File: src/rtl/conv_encoder_k3.sv
// Rate-1/2, K=3 convolutional encoder with zero-tail termination.
// One registered 2-bit symbol per accepted bit over a valid/ready stream.
module conv_encoder_k3 #(
    parameter int         FRAME_LEN = 8,
    parameter logic [2:0] G0        = 3'b111,
    parameter logic [2:0] G1        = 3'b101
) (
    input  logic       i_clk,
    input  logic       i_rst,
    input  logic       i_start,
    input  logic       i_bit,
    input  logic       i_valid,
    output logic       o_ready,
    output logic [1:0] o_sym,
    output logic       o_valid,
    input  logic       i_ready,
    output logic       o_sof,
    output logic       o_eof,
    output logic       o_busy,
    output logic [1:0] o_state
);

    localparam int              CntW    = $clog2(FRAME_LEN + 1);
    localparam logic [CntW-1:0] LastBit = CntW'(FRAME_LEN - 1);

    typedef enum logic [1:0] {Idle, Data, Tail} fsmT;

    typedef struct packed {
        logic [1:0] sym;
        logic       sof;
        logic       eof;
    } symT;

    fsmT             state, stateNxt;
    logic [1:0]      trellis, trellisNxt;
    logic [CntW-1:0] bitCnt, bitCntNxt;
    logic            tailCnt, tailCntNxt;
    symT             outReg, outNxt;
    logic            validReg, validNxt;
    logic            slotFree, encode, encU;
    logic [2:0]      taps;

    assign slotFree = !validReg || i_ready;
    // tail bits are always zero, so the encoder input is only i_bit in Data
    assign encU     = (state == Data) ? i_bit : 1'b0;
    assign taps     = {encU, trellis};

    always_comb begin
        stateNxt   = state;
        trellisNxt = trellis;
        bitCntNxt  = bitCnt;
        tailCntNxt = tailCnt;
        outNxt     = outReg;
        validNxt   = validReg;
        encode     = 1'b0;
        o_ready    = 1'b0;

        if (validReg && i_ready) begin
            validNxt   = 1'b0;
            outNxt.sof = 1'b0;
            outNxt.eof = 1'b0;
        end

        case (state)
            Idle: begin
                if (i_start) begin
                    stateNxt   = Data;
                    trellisNxt = 2'b00;
                    bitCntNxt  = '0;
                    tailCntNxt = 1'b0;
                end
            end
            Data: begin
                o_ready = slotFree;
                if (i_valid && slotFree) begin
                    encode    = 1'b1;
                    bitCntNxt = bitCnt + CntW'(1);
                    if (bitCnt == LastBit) stateNxt = Tail;
                end
            end
            Tail: begin
                if (slotFree) begin
                    encode     = 1'b1;
                    tailCntNxt = 1'b1;
                    if (tailCnt) stateNxt = Idle;
                end
            end
            default: stateNxt = Idle;
        endcase

        // an encode overrides the drain above: new symbol lands in the slot
        if (encode) begin
            outNxt.sym = {^(G0 & taps), ^(G1 & taps)};
            outNxt.sof = (state == Data) && (bitCnt == '0);
            outNxt.eof = (state == Tail) && tailCnt;
            validNxt   = 1'b1;
            trellisNxt = {encU, trellis[1]};
        end
    end

    always_ff @(posedge i_clk) begin
        if (i_rst) begin
            state    <= Idle;
            trellis  <= 2'b00;
            bitCnt   <= '0;
            tailCnt  <= 1'b0;
            outReg   <= '0;
            validReg <= 1'b0;
        end else begin
            state    <= stateNxt;
            trellis  <= trellisNxt;
            bitCnt   <= bitCntNxt;
            tailCnt  <= tailCntNxt;
            outReg   <= outNxt;
            validReg <= validNxt;
        end
    end

    assign o_sym   = outReg.sym;
    assign o_sof   = outReg.sof;
    assign o_eof   = outReg.eof;
    assign o_valid = validReg;
    assign o_busy  = (state != Idle) || validReg;
    assign o_state = trellis;

endmodule

File: config.mk
export PLATFORM = sky130hd
export DESIGN_NAME = conv_encoder_k3
export DESIGN_NICKNAME = d
export VERILOG_FILES = /design/src/rtl/conv_encoder_k3.sv
export SDC_FILE = /design/constraint.sdc
export NUM_CORES = 1
export LEC_CHECK = 0
export ABC_AREA = 1
export CAP_MARGIN = 20
export CORE_MARGIN = 5
export CORE_UTILIZATION = 25
export CTS_CLUSTER_SIZE = 30
export DETAILED_ROUTE_END_ITERATION = 16
export PLACE_DENSITY = 0.47
export SLEW_MARGIN = 20
export SYNTH_ARGS = -nofsm -noshare
export SYNTH_HDL_FRONTEND = slang
export SYNTH_SLANG_ARGS = --single-unit
File: constraint.sdc
create_clock -name i_clk -period 1.8 [get_ports i_clk]
set_input_delay 0.54 -clock i_clk [delete_from_list [all_inputs] [get_ports i_clk]]
set_output_delay 0.54 -clock i_clk [all_outputs]
set_load 0.01 [all_outputs]
* After elaboration in Yosys (flattened, before gate mapping)
Index checks and enable logic that the tools add are counted.
W data, S select, Z words.
** Cells by class
- Div/mod/pow operators :: 0
- Mux-type cells :: 24
- Reduce and logical (&&, ||, !) cells :: 21
- Multiply operators :: 0
- Bitwise logic cells :: 0
- Equality and inequality tests :: 8
- $lt $le $gt $ge :: 0
- Shift operators :: 0
- Add/subtract/negate cells :: 1
** Operator list (number)
- $mux W2 :: 10
- $reduce_bool A2 Y1 :: 6
- $mux W1 :: 8
- $mux W4 :: 2
- $pmux W4 S2 :: 1
- $ne A2 B2 Y1 const B :: 3
- $pmux W2 S3 :: 1
- $reduce_and A3 Y1 :: 2
- $reduce_xor A3 Y1 :: 2
- $reduce_and A5 Y1 :: 1
- $add A4 B1 Y4 const B :: 1
- $eq A4 B3 Y1 const B :: 1
- $logic_and A1 B1 Y1 :: 4
- $logic_not A4 Y1 :: 1
- $ne A2 B1 Y1 const B :: 2
- $pmux W1 S2 :: 2
- $eq A2 B1 Y1 const B :: 1
- $eq A2 B2 Y1 const B :: 1
- $logic_not A2 Y1 :: 1
- $logic_or A1 B1 Y1 :: 2
- $reduce_and A2 Y1 :: 1
- $logic_not A1 Y1 :: 1
** Word-level totals
- RAM bits :: 0
- Register bits after elaboration :: 14
- Memories :: 0
- Bits in read-only memories :: 0
- Latch bits :: 0

* Logic depth before layout (Yosys ltp)
Gate-level depths: netlist (run 1).
- Word-level depth :: 7
- Mapped depth :: 9

* Least setup slack after synthesis (run 1)
Ideal clock, no wire load.
- Path type :: flip-flop to output port
- Start :: register state[1]
- End :: output port o_ready
- Path buffers :: 1
- Stages on the path, launching flop included :: 6
- Slack :: 0.375 ns
- Arrival time :: 0.885 ns
- Cells stage by stage :: dfxtp_1 inv_1 ha_1 buf_4 inv_1 nor2_1
** Between the ends
- Cells in the longest elaborated chain, start to end :: 2
** Ends and longest elaborated chain
- start, declared :: RTL line 34 : fsmT state, stateNxt;
- start signal, assigned :: RTL line 103 : state <= Idle;
- start signal, assigned :: RTL line 110 : state <= stateNxt;
- $eq A2 B1 Y1 :: RTL line 64 : case (state)
- $mux W1 :: RTL line 64
- end, declared :: RTL line 13 : output logic o_ready,
No other way between the ends.

* Worst setup path in the final report (run 1)
- Start :: register trellis[0] (netlist: o_state[0])
- End :: output port o_state[0]
** RTL lines
- start, declared :: RTL line 35 : logic [1:0] trellis, trellisNxt;
- start signal, assigned :: RTL line 111 : trellis <= trellisNxt;
- end, declared :: RTL line 20 : output logic [1:0] o_state
No word-level cell between the ends.

==> results of run 1 <==
[flip-flops by register name, indices dropped and copies added (netlist names)]
| signal | count |
|---|---|
| o_sof | 1 |
| tailCnt | 1 |
| o_eof | 1 |
| o_sym | 2 |
| state | 2 |
| o_valid | 1 |
| bitCnt | 4 |
| o_state | 2 |
[kinds of logic (layout without fill, tap and decap cells)]
kind of cell | after synthesis | count (layout) | share of synthesized area (%)
AOI/OAI and AO/OA | 20 | 20 | 13.9
buffers and inverters | 21 | 50 | 10.0
adders and majority gates | 6 | 6 | 9.13
and+or+nand+nor | 62 | 62 | 32.9
DFF | 14 | 14 | 34.1
[tightest hold or removal path, delay by kind of cell, from the launching register on]
family             cells  cell delay, ns
and+or+nand+nor        1            0.06
AOI/OAI and AO/OA      1            0.05
DFF                    1            0.32
[cell usage in the layout (no fill, tap or decap), types with 3 or more instances in the layout]
master            n
nand2_1          29
inv_1            17
nor2_1           14
buf_4            13
dfxtp_1          11
a21oi_1          10
clkdlybuf4s50_1  10
nand3_1           8
o21ai_0           6
ha_1              5
nand2_2           3
nand4_1           3
clkbuf_4          3
dfxtp_2           3
[worst paths after layout]
path | startpoint | end | slack [ns] | cells past startpoint
worst max-delay path | o_state[0]$_SDFFE_PP0P_ | o_state[0] | 0.06 | 1
worst min-delay path | o_sym[0]$_SDFFE_PP0P_ | o_sym[0]$_SDFFE_PP0P_ | 0.47 | 2
worst max register to register | state[0]$_SDFFE_PP0P_ | o_sym[0]$_SDFFE_PP0P_ | 0.34 | 9
worst min register to register | o_sym[0]$_SDFFE_PP0P_ | o_sym[0]$_SDFFE_PP0P_ | 0.47 | 2
[metrics by stage]
step | power (mW) | area, sq um | instances
3_3_place_gp | 1.18 | 1100 | 192
6_report | 1.39 | 1140 | 196
2_1_floorplan | 0.880 | 822 | 123
5_1_grt | 1.52 | 1140 | 196
3_5_place_dp | 1.19 | 1100 | 192
4_1_cts | 1.42 | 1140 | 196
[per-layer routing]
layer / up-vias / share of wire (%)
met5: - / 0
met4: 0 / 0
met3: 0 / 3.8
met2: 12 / 45
met1: 359 / 51
li1: 448 / -
[power by group through the flow]
stage / clock network, mW / logic [mW] / registers (mW)
final: 0.229 / 0.752 / 0.404
after global routing: 0.256 / 0.849 / 0.411
after CTS: 0.246 / 0.772 / 0.403
after detailed placement: 0 / 0.784 / 0.407
after global placement: 0 / 0.778 / 0.406
after floorplan: 0 / 0.473 / 0.407
[what timing repair did]
item | CTS | global route
hold endpoints to repair | 0 | 0
gates resized for setup | 10 | 5
cloned | 0 | 0
endpoints found under the setup margin | 5 | 2
buffers inserted | 0 | 0
[layout make-up]
| cell class | count | share of cell area, % |
|---|---|---|
| Clock buffer | 4 | 3.19 |
| Sequential cell | 14 | 25.0 |
| Inverter | 19 | 6.28 |
| Multi-Input combinational cell | 88 | 40.9 |
| Tap cell | 44 | 4.85 |
| Timing Repair Buffer | 27 | 19.8 |
==> flow_summary.toml, run 1 <==
[run_status]
status = "finished, final reports clean"

[global_route]
grt_overflow = 0
grt_pass1_vias = 781
grt_pass1_wl_um = 3160
grt.total_usage_pct = 8.98
use_met3_pct = 3.66
grtUsageMet1_pct = 10.8
grt_busiest_layer = "met2"
antenna_found_initial = 0
grt_max_degree = 9
grt_use_met2_pct = 15.2

[run]
cap_violations = 0

[cts]
insertion_delay_ns = 0.28
postCtsHoldBufs = 0
clk_pin_slew_ns = 0.09
cts-root-buf = "clkbuf_4"
cts_tree = "built"
cts_buffer_depth = 2
cts.sinks = 14
numCtsBuffers = 3
cts.htree.levels = 1

[power]
power.share.combinational_pct = 54.3
net-switching-power_mw = 0.569
p_int_mw = 0.817
peakVddDrop_mv = 0.490
p_sw_share_pct = 41.0
p_leak_nw = 0.500
power_density_mw_per_mm2 = 1220
p_clk_share_pct = 16.6
pwr-share-seq_pct = 29.2

[critical_path]
crit_arrival_ns = 1.20
critPathMaxStageDelay_ns = 0.55
worstPathMaxFanout = 6
path_delay_family = "buffers and inverters"
required_ns = 1.26
criticalPathCategory = "register to output pin"
crit_slowest_cell = "clkdlybuf4s50_1"
worstPathCellList = "clkdlybuf4s50_1"
cp-start-kind = "register"
cp-end-kind = "output pin"
crit_buf_inv = 1

[logic_synthesis]
synth_warnings = 0
syn_area_sq_um = 822
synthArstFlopShare_pct = 0
netlist_instances = 123
synth.avg_cell_area_sq_um = 6.68
seq_area_frac_synth_pct = 34.1
synth_edf_count = 0
synth_commonest_cells = "nand2_1 (29), inv_1 (18), nor2_1 (15), dfxtp_1 (14), a21oi_1 (10)"
syn-num-nets = 135
synth-seq-cells = 14
ys_types = 21
synth_top_cell_area_share_pct = 34.1
synth_ff_type = "dfxtp_1"
synth.area.top_cells = "dfxtp_1 (34%), nand2_1 (13%), ha_1 (9.1%)"
yosysTopAreaCell = "dfxtp_1"
yosysMostFrequentCell = "nand2_1"

[layout]
multiInputGateArea_sq_um = 464
drive_gt1_share_pct = 22.4
ff_latch_area_sq_um = 284
fin_nets = 165
utilization_pct = 36.6
fillCellCount = 358
diodes = 0
area_delta_synth_final_pct = 38.2

[sta]
hold_viol_final = 0
slew_headroom_pct = 79.2
slew_violations = 0
fin_hold_ws_ns = 0.469
tns_ns = 0
tightest_slew_ns = 0.311
finalWorstSetupSlack_ns = 0.0597
skew_ns = 0.00197
period_needed_ns = 1.74
max_clock_freq_ghz = 0.575
finalCritPeriodShare_pct = 96.7
rsz0062_at_grt = "false"
setup-violations-final = 0

[detailed_routing]
viasPerCell = 4.18
drt_iter0_drc = 22
detail_route.wl_per_cell_um = 9.49
wirelength_um = 1860
dr.pass1.iters = 4
vias = 819
drc = 0
ant_nets = 0

[place]
dp_hpwl_um = 1540
gp_congestion = 0.748
dp_slack_ns = -0.485
io_buffers = 14

[floorplanning]
start_util_pct = 26.5
row_count = 20
core_area_sq_mm = 0.00310
io_pins = 15
die_w_um = 67.3
die_h_um = 67.3
dieArea_sq_mm = 0.00453

[min_path]
hold_class = "register to register"
No activity file was read; power rests on OpenSTA's default activity.
==> run 2: changes to the inputs <==
--- a/config.mk
+++ b/config.mk
@@ -11,7 +11,7 @@
 export CORE_UTILIZATION = 25
 export CTS_CLUSTER_SIZE = 30
 export DETAILED_ROUTE_END_ITERATION = 16
-export PLACE_DENSITY = 0.47
+export PLACE_DENSITY = 0.49
 export SLEW_MARGIN = 20
 export SYNTH_ARGS = -nofsm -noshare
 export SYNTH_HDL_FRONTEND = slang
==> constraint.sdc (replaced) <==
create_clock -name i_clk -period 1.45 [get_ports i_clk]
set_input_delay 0.435 -clock i_clk [delete_from_list [all_inputs] [get_ports i_clk]]
set_output_delay 0.435 -clock i_clk [all_outputs]
set_load 0.01 [all_outputs]
==> flow_summary.toml, run 2 (same netlist as run 1, synthesis figures left out) <==
[run_status]
status = "finished, violations left"
violations = "negative setup slack"

[sta]
finalCritPeriodShare_pct = 104
finalWorstSetupSlack_ns = -0.0631
slew_headroom_pct = 79.7
skew_ns = 0.00366
hold_viol_final = 0
period_needed_ns = 1.51
slew_violations = 0
tightest_slew_ns = 0.303
max_clock_freq_ghz = 0.661
setup-violations-final = 2
rsz0062_at_grt = "true"

[critical_path]
path_delay_family = "flip-flops"
cp-end-kind = "output pin"
crit_slowest_cell = "dfxtp_2"
required_ns = 1.02
reg2reg_slack_ns = 0.09
crit_buf_inv = 3
criticalPathCategory = "register to output pin"
worstPathMaxFanout = 3
crit_arrival_ns = 1.08
critPathMaxStageDelay_ns = 0.34
cp-start-kind = "register"
worstPathCellList = "inv_4, ha_4, inv_2, nor2_1, buf_2"

[floorplanning]
die_h_um = 67.3
die_w_um = 67.3
dieArea_sq_mm = 0.00453
row_count = 20
start_util_pct = 26.5
core_area_sq_mm = 0.00310
io_pins = 15

[global_route]
grt_max_degree = 9
grt_pass1_vias = 858
grt_overflow = 0
grt.total_usage_pct = 10.1
antenna_found_initial = 0
grt_pass1_wl_um = 3500

[place]
dp_hpwl_um = 1700
io_buffers = 14
gp_congestion = 0.767
dp_slack_ns = -0.625

[min_path]
hold_class = "register to register"

[detailed_routing]
detail_route.wl_per_cell_um = 10.6
ant_nets = 0
wirelength_um = 2150
dr.pass1.iters = 5
drt_iter0_drc = 23
drc = 0
viasPerCell = 4.42
vias = 897

[layout]
area_delta_synth_final_pct = 50.8
final_cell_mix = "nand2_1 (29), buf_4 (18), inv_1 (15), nor2_1 (14), dfxtp_1 (11)"
multiInputGateArea_sq_um = 507
layout_commonest_cell = "nand2_1"
regMostFlops = "bitCnt"
ff_latch_area_sq_um = 287
utilization_pct = 40.0
fin_nets = 172
fillCellCount = 347
largest_reg_flops = 4
drive_gt1_share_pct = 28.3
diodes = 0

[cts]
cts_buffer_depth = 2
insertion_delay_ns = 0.29
numCtsBuffers = 3
cts.sinks = 14
cts_tree = "built"
cts.htree.levels = 1
cts-root-buf = "clkbuf_4"
clk_pin_slew_ns = 0.10

[run]
cap_violations = 0

[power]
power_density_mw_per_mm2 = 1600
p_leak_nw = 0.571
peakVddDrop_mv = 0.731
-- run 2: changes by cell type in the layout (fill, tap and decap cells not counted), sizes merged --
| cell | before | now |
|---|---|---|
| buf | 14 | 22 |
| clkdlybuf4s50 | 10 | 4 |
| clkbuf | 5 | 4 |
| clkdlybuf4s15 | 0 | 1 |
| dlygate4sd2 | 2 | 7 |
-- run 2: path summary, 6_finish.rpt --
| kind | startpoint | to | depth (start not counted) |
|---|---|---|---|
| max | state[1]$_SDFFE_PP0P_ | o_ready | 5 |
| min | o_sym[0]$_SDFFE_PP0P_ | o_sym[0]$_SDFFE_PP0P_ | 2 |
| max reg2reg | state[1]$_SDFFE_PP0P_ | bitCnt[2]$_SDFFE_PP0P_ | 8 |
| min reg2reg | o_sym[0]$_SDFFE_PP0P_ | o_sym[0]$_SDFFE_PP0P_ | 2 |
-- run 2: cell type report --
cell class,count,share of cell area (%)
Sequential cell,14,23.1
Timing Repair Buffer,34,22.5
Tap cell,44,4.44
Clock buffer,4,2.93
Inverter,19,6.16
Multi-Input combinational cell,88,40.9
-- run 2: tightest hold or removal path, stage by stage, from the launching register on --
cell,delay [ns]
dfxtp_1,0.32
nand2_1,0.06
a21oi_1,0.05
-- run 2: timing repair --
item	CTS	global route
setup buffers	0	1
pin swaps	2	3
resized for setup	25	13
hold buffers	0	0
cloned	0	0
setup endpoints to repair	12	12
-- run 2: layer usage --
metal	routed length, um	part of all wire, %	global-route usage [%]
met5	0	0	0
met4	12	0.56	1.52
met3	111	5.2	3.66
met2	1070	50	18.0
met1	955	44	11.7
-- run 2: per-stage QoR --
| step | instances | TNS [ns] | instance area, sq um | power [mW] | hold slack [ns] |
|---|---|---|---|---|---|
| 5_1_grt | 203 | -0.204 | 1240 | 2.15 | 0.494 |
| 4_1_cts | 202 | -0.185 | 1180 | 1.85 | 0.479 |
| 3_5_place_dp | 198 | -3.44 | 1150 | 1.55 | 0.464 |
| 3_3_place_gp | 198 | -3.27 | 1150 | 1.53 | 0.450 |
| 2_1_floorplan | 123 | 0 | 822 | 1.09 | 0.448 |
| 6_report | 203 | -0.101 | 1240 | 1.99 | 0.473 |
-- run 2: power breakdown --
part | switching [mW] | internal [mW]
sequential | 0.0579 | 0.462
clock | 0.143 | 0.153
combinational | 0.622 | 0.549
==> run 3: changes to the inputs <==
--- a/config.mk
+++ b/config.mk
@@ -7,11 +7,10 @@
 export LEC_CHECK = 0
 export ABC_AREA = 1
 export CAP_MARGIN = 20
-export CORE_MARGIN = 5
 export CORE_UTILIZATION = 25
 export CTS_CLUSTER_SIZE = 30
 export DETAILED_ROUTE_END_ITERATION = 16
-export PLACE_DENSITY = 0.49
+export PLACE_DENSITY = 0.47
 export SLEW_MARGIN = 20
 export SYNTH_ARGS = -nofsm -noshare
 export SYNTH_HDL_FRONTEND = slang
==> constraint.sdc (replaced) <==
create_clock -name i_clk -period 1.8 [get_ports i_clk]
set_input_delay 0.54 -clock i_clk [delete_from_list [all_inputs] [get_ports i_clk]]
set_output_delay 0.54 -clock i_clk [all_outputs]
set_load 0.01 [all_outputs]
==> flow_summary.toml, run 3 (same netlist as run 1, synthesis figures left out) <==
[place]
io_buffers = 14
post_dp_cell_area_sq_mm = 0.00110
dp_hpwl_um = 1540
gp_congestion = 0.800
dp_slack_ns = -0.442

[layout]
design_area_sq_mm = 0.00114
layout_commonest_cell = "nand2_1"
drive_gt1_share_pct = 21.1
regMostFlops = "bitCnt"
fin_nets = 165
final_cell_mix = "nand2_1 (29), inv_1 (18), nor2_1 (14), buf_4 (13), dfxtp_1 (11)"
utilization_pct = 37.0
area_delta_synth_final_pct = 38.4
largest_reg_flops = 4
diodes = 0

[floorplanning]
die_w_um = 59.3
die_h_um = 59.3
start_util_pct = 26.7
io_pins = 15
dieArea_sq_mm = 0.00352
core_area_sq_mm = 0.00308
row_count = 20

[cts]
cts_buffer_depth = 2
post_cts_buffers = 0
cts_tree = "built"
cts.htree.levels = 1
cts-root-buf = "clkbuf_4"
cts.sinks = 14
insertion_delay_ns = 0.28
clk_pin_slew_ns = 0.09
postCtsHoldBufs = 0
numCtsBuffers = 3

[critical_path]
reg2reg_slack_ns = 0.27
crit_arrival_ns = 1.19
worstPathMaxFanout = 6
required_ns = 1.26
regToRegStartpoint = "state[0]$_SDFFE_PP0P_"
rr_worst_depth = 9
crit_buf_inv = 1
criticalPathCategory = "register to output pin"
worst_r2r_endpoint = "o_sym[0]$_SDFFE_PP0P_"
critPathLaunch = "o_state[0]$_SDFFE_PP0P_"
cp-end-kind = "output pin"
worstPathCellList = "clkdlybuf4s50_1"
crit_slowest_cell = "clkdlybuf4s50_1"
critPathMaxStageDelay_ns = 0.54
path_delay_family = "buffers and inverters"
cp-start-kind = "register"

[power]
net-switching-power_mw = 0.585
peakVddDrop_mv = 0.426
p_clk_share_pct = 16.6
power_density_mw_per_mm2 = 1240
p_leak_nw = 0.516
p_int_mw = 0.823
p_sw_share_pct = 41.6
power.share.combinational_pct = 54.8
pwr-share-seq_pct = 28.6
p_total_mw = 1.41

[min_path]
whs_endpoint = "o_sym[0]$_SDFFE_PP0P_"
min_path_cells = 2
hold_class = "register to register"
hold_path.startpoint = "o_sym[0]$_SDFFE_PP0P_"

[sta]
finalWorstSetupSlack_ns = 0.0677
setup-violations-final = 0
period_needed_ns = 1.73
max_clock_freq_ghz = 0.577
tns_ns = 0
rsz0062_at_grt = "false"
skew_ns = 0.00298
tightest_slew_ns = 0.258
hold_viol_final = 0
slew_violations = 0
slew_headroom_pct = 82.7
finalCritPeriodShare_pct = 96.2

[global_route]
antenna_found_initial = 0
grt_overflow = 0
grt_pass1_wl_um = 3330
grt_max_degree = 9
grt.total_usage_pct = 12.7
grt_pass1_vias = 764

[detailed_routing]
drt_iter0_drc = 42
vias = 845
ant_nets = 0
dr.pass1.iters = 4
detail_route.wl_per_cell_um = 9.79
drc = 0
viasPerCell = 4.31
wirelength_um = 1920

[run]
cap_violations = 0

[run_status]
status = "finished, final reports clean"
[run 3: metrics by stage]
step           instances  hold WS (ns)
2_1_floorplan        123         0.448
3_3_place_gp         192         0.456
3_5_place_dp         192         0.464
4_1_cts              196         0.478
5_1_grt              196         0.505
6_report             196         0.474
[run 3: layout make-up]
class                      count  area (sq um)
multi-input combinational     88           462
tap                           44          55.1
timing repair buffer          27           229
sequential                    14           284
clock buffer                   4          36.3
inverter                      19          71.3
fill                         345          1940
[run 3: worst max path at each step]
stage                             to  slack (ns)  depth (start not counted)
after floorplan              o_ready        0.37                          5
after global placement       o_ready       -0.43                          4
after detailed placement     o_ready       -0.44                          4
after CTS                     o_busy       0.005                          4
after global routing         o_valid       0.004                          1
final                     o_state[0]        0.07                          1
[run 3: power by group through the flow]
stage               Clock (mW)  Combinational, mW  Sequential [mW]
CTS                      0.244              0.778            0.402
floorplan                    0              0.473            0.407
finish                   0.234              0.772            0.402
global route             0.261              0.875            0.411
global placement             0              0.797            0.404
detailed placement           0              0.795            0.407
[run 3: worst register-to-register path, delay by kind of cell, from the launching register on]
| kind | cells | cell delay (ns) |
|---|---|---|
| buffers and inverters | 4 | 0.42 |
| AO/OA/AOI/OAI | 2 | 0.22 |
| AND/OR/NAND/NOR | 2 | 0.22 |
| flip-flops | 1 | 0.34 |
| adder cells (fa/ha/maj) | 1 | 0.27 |
[run 3: per-layer routing]
layer | vias up | track usage [%] | wire (um)
li1 | 449 | - | -
met1 | 384 | 15.3 | 932
met2 | 10 | 21.7 | 920
met3 | 2 | 2.62 | 57
met4 | 0 | 5.10 | 8
met5 | - | 0 | 0
[run 3: timing repair]
action                     in CTS  in global routing
setup endpoints to repair       3                  3
cloned                          0                  0
gates resized for setup         9                  4
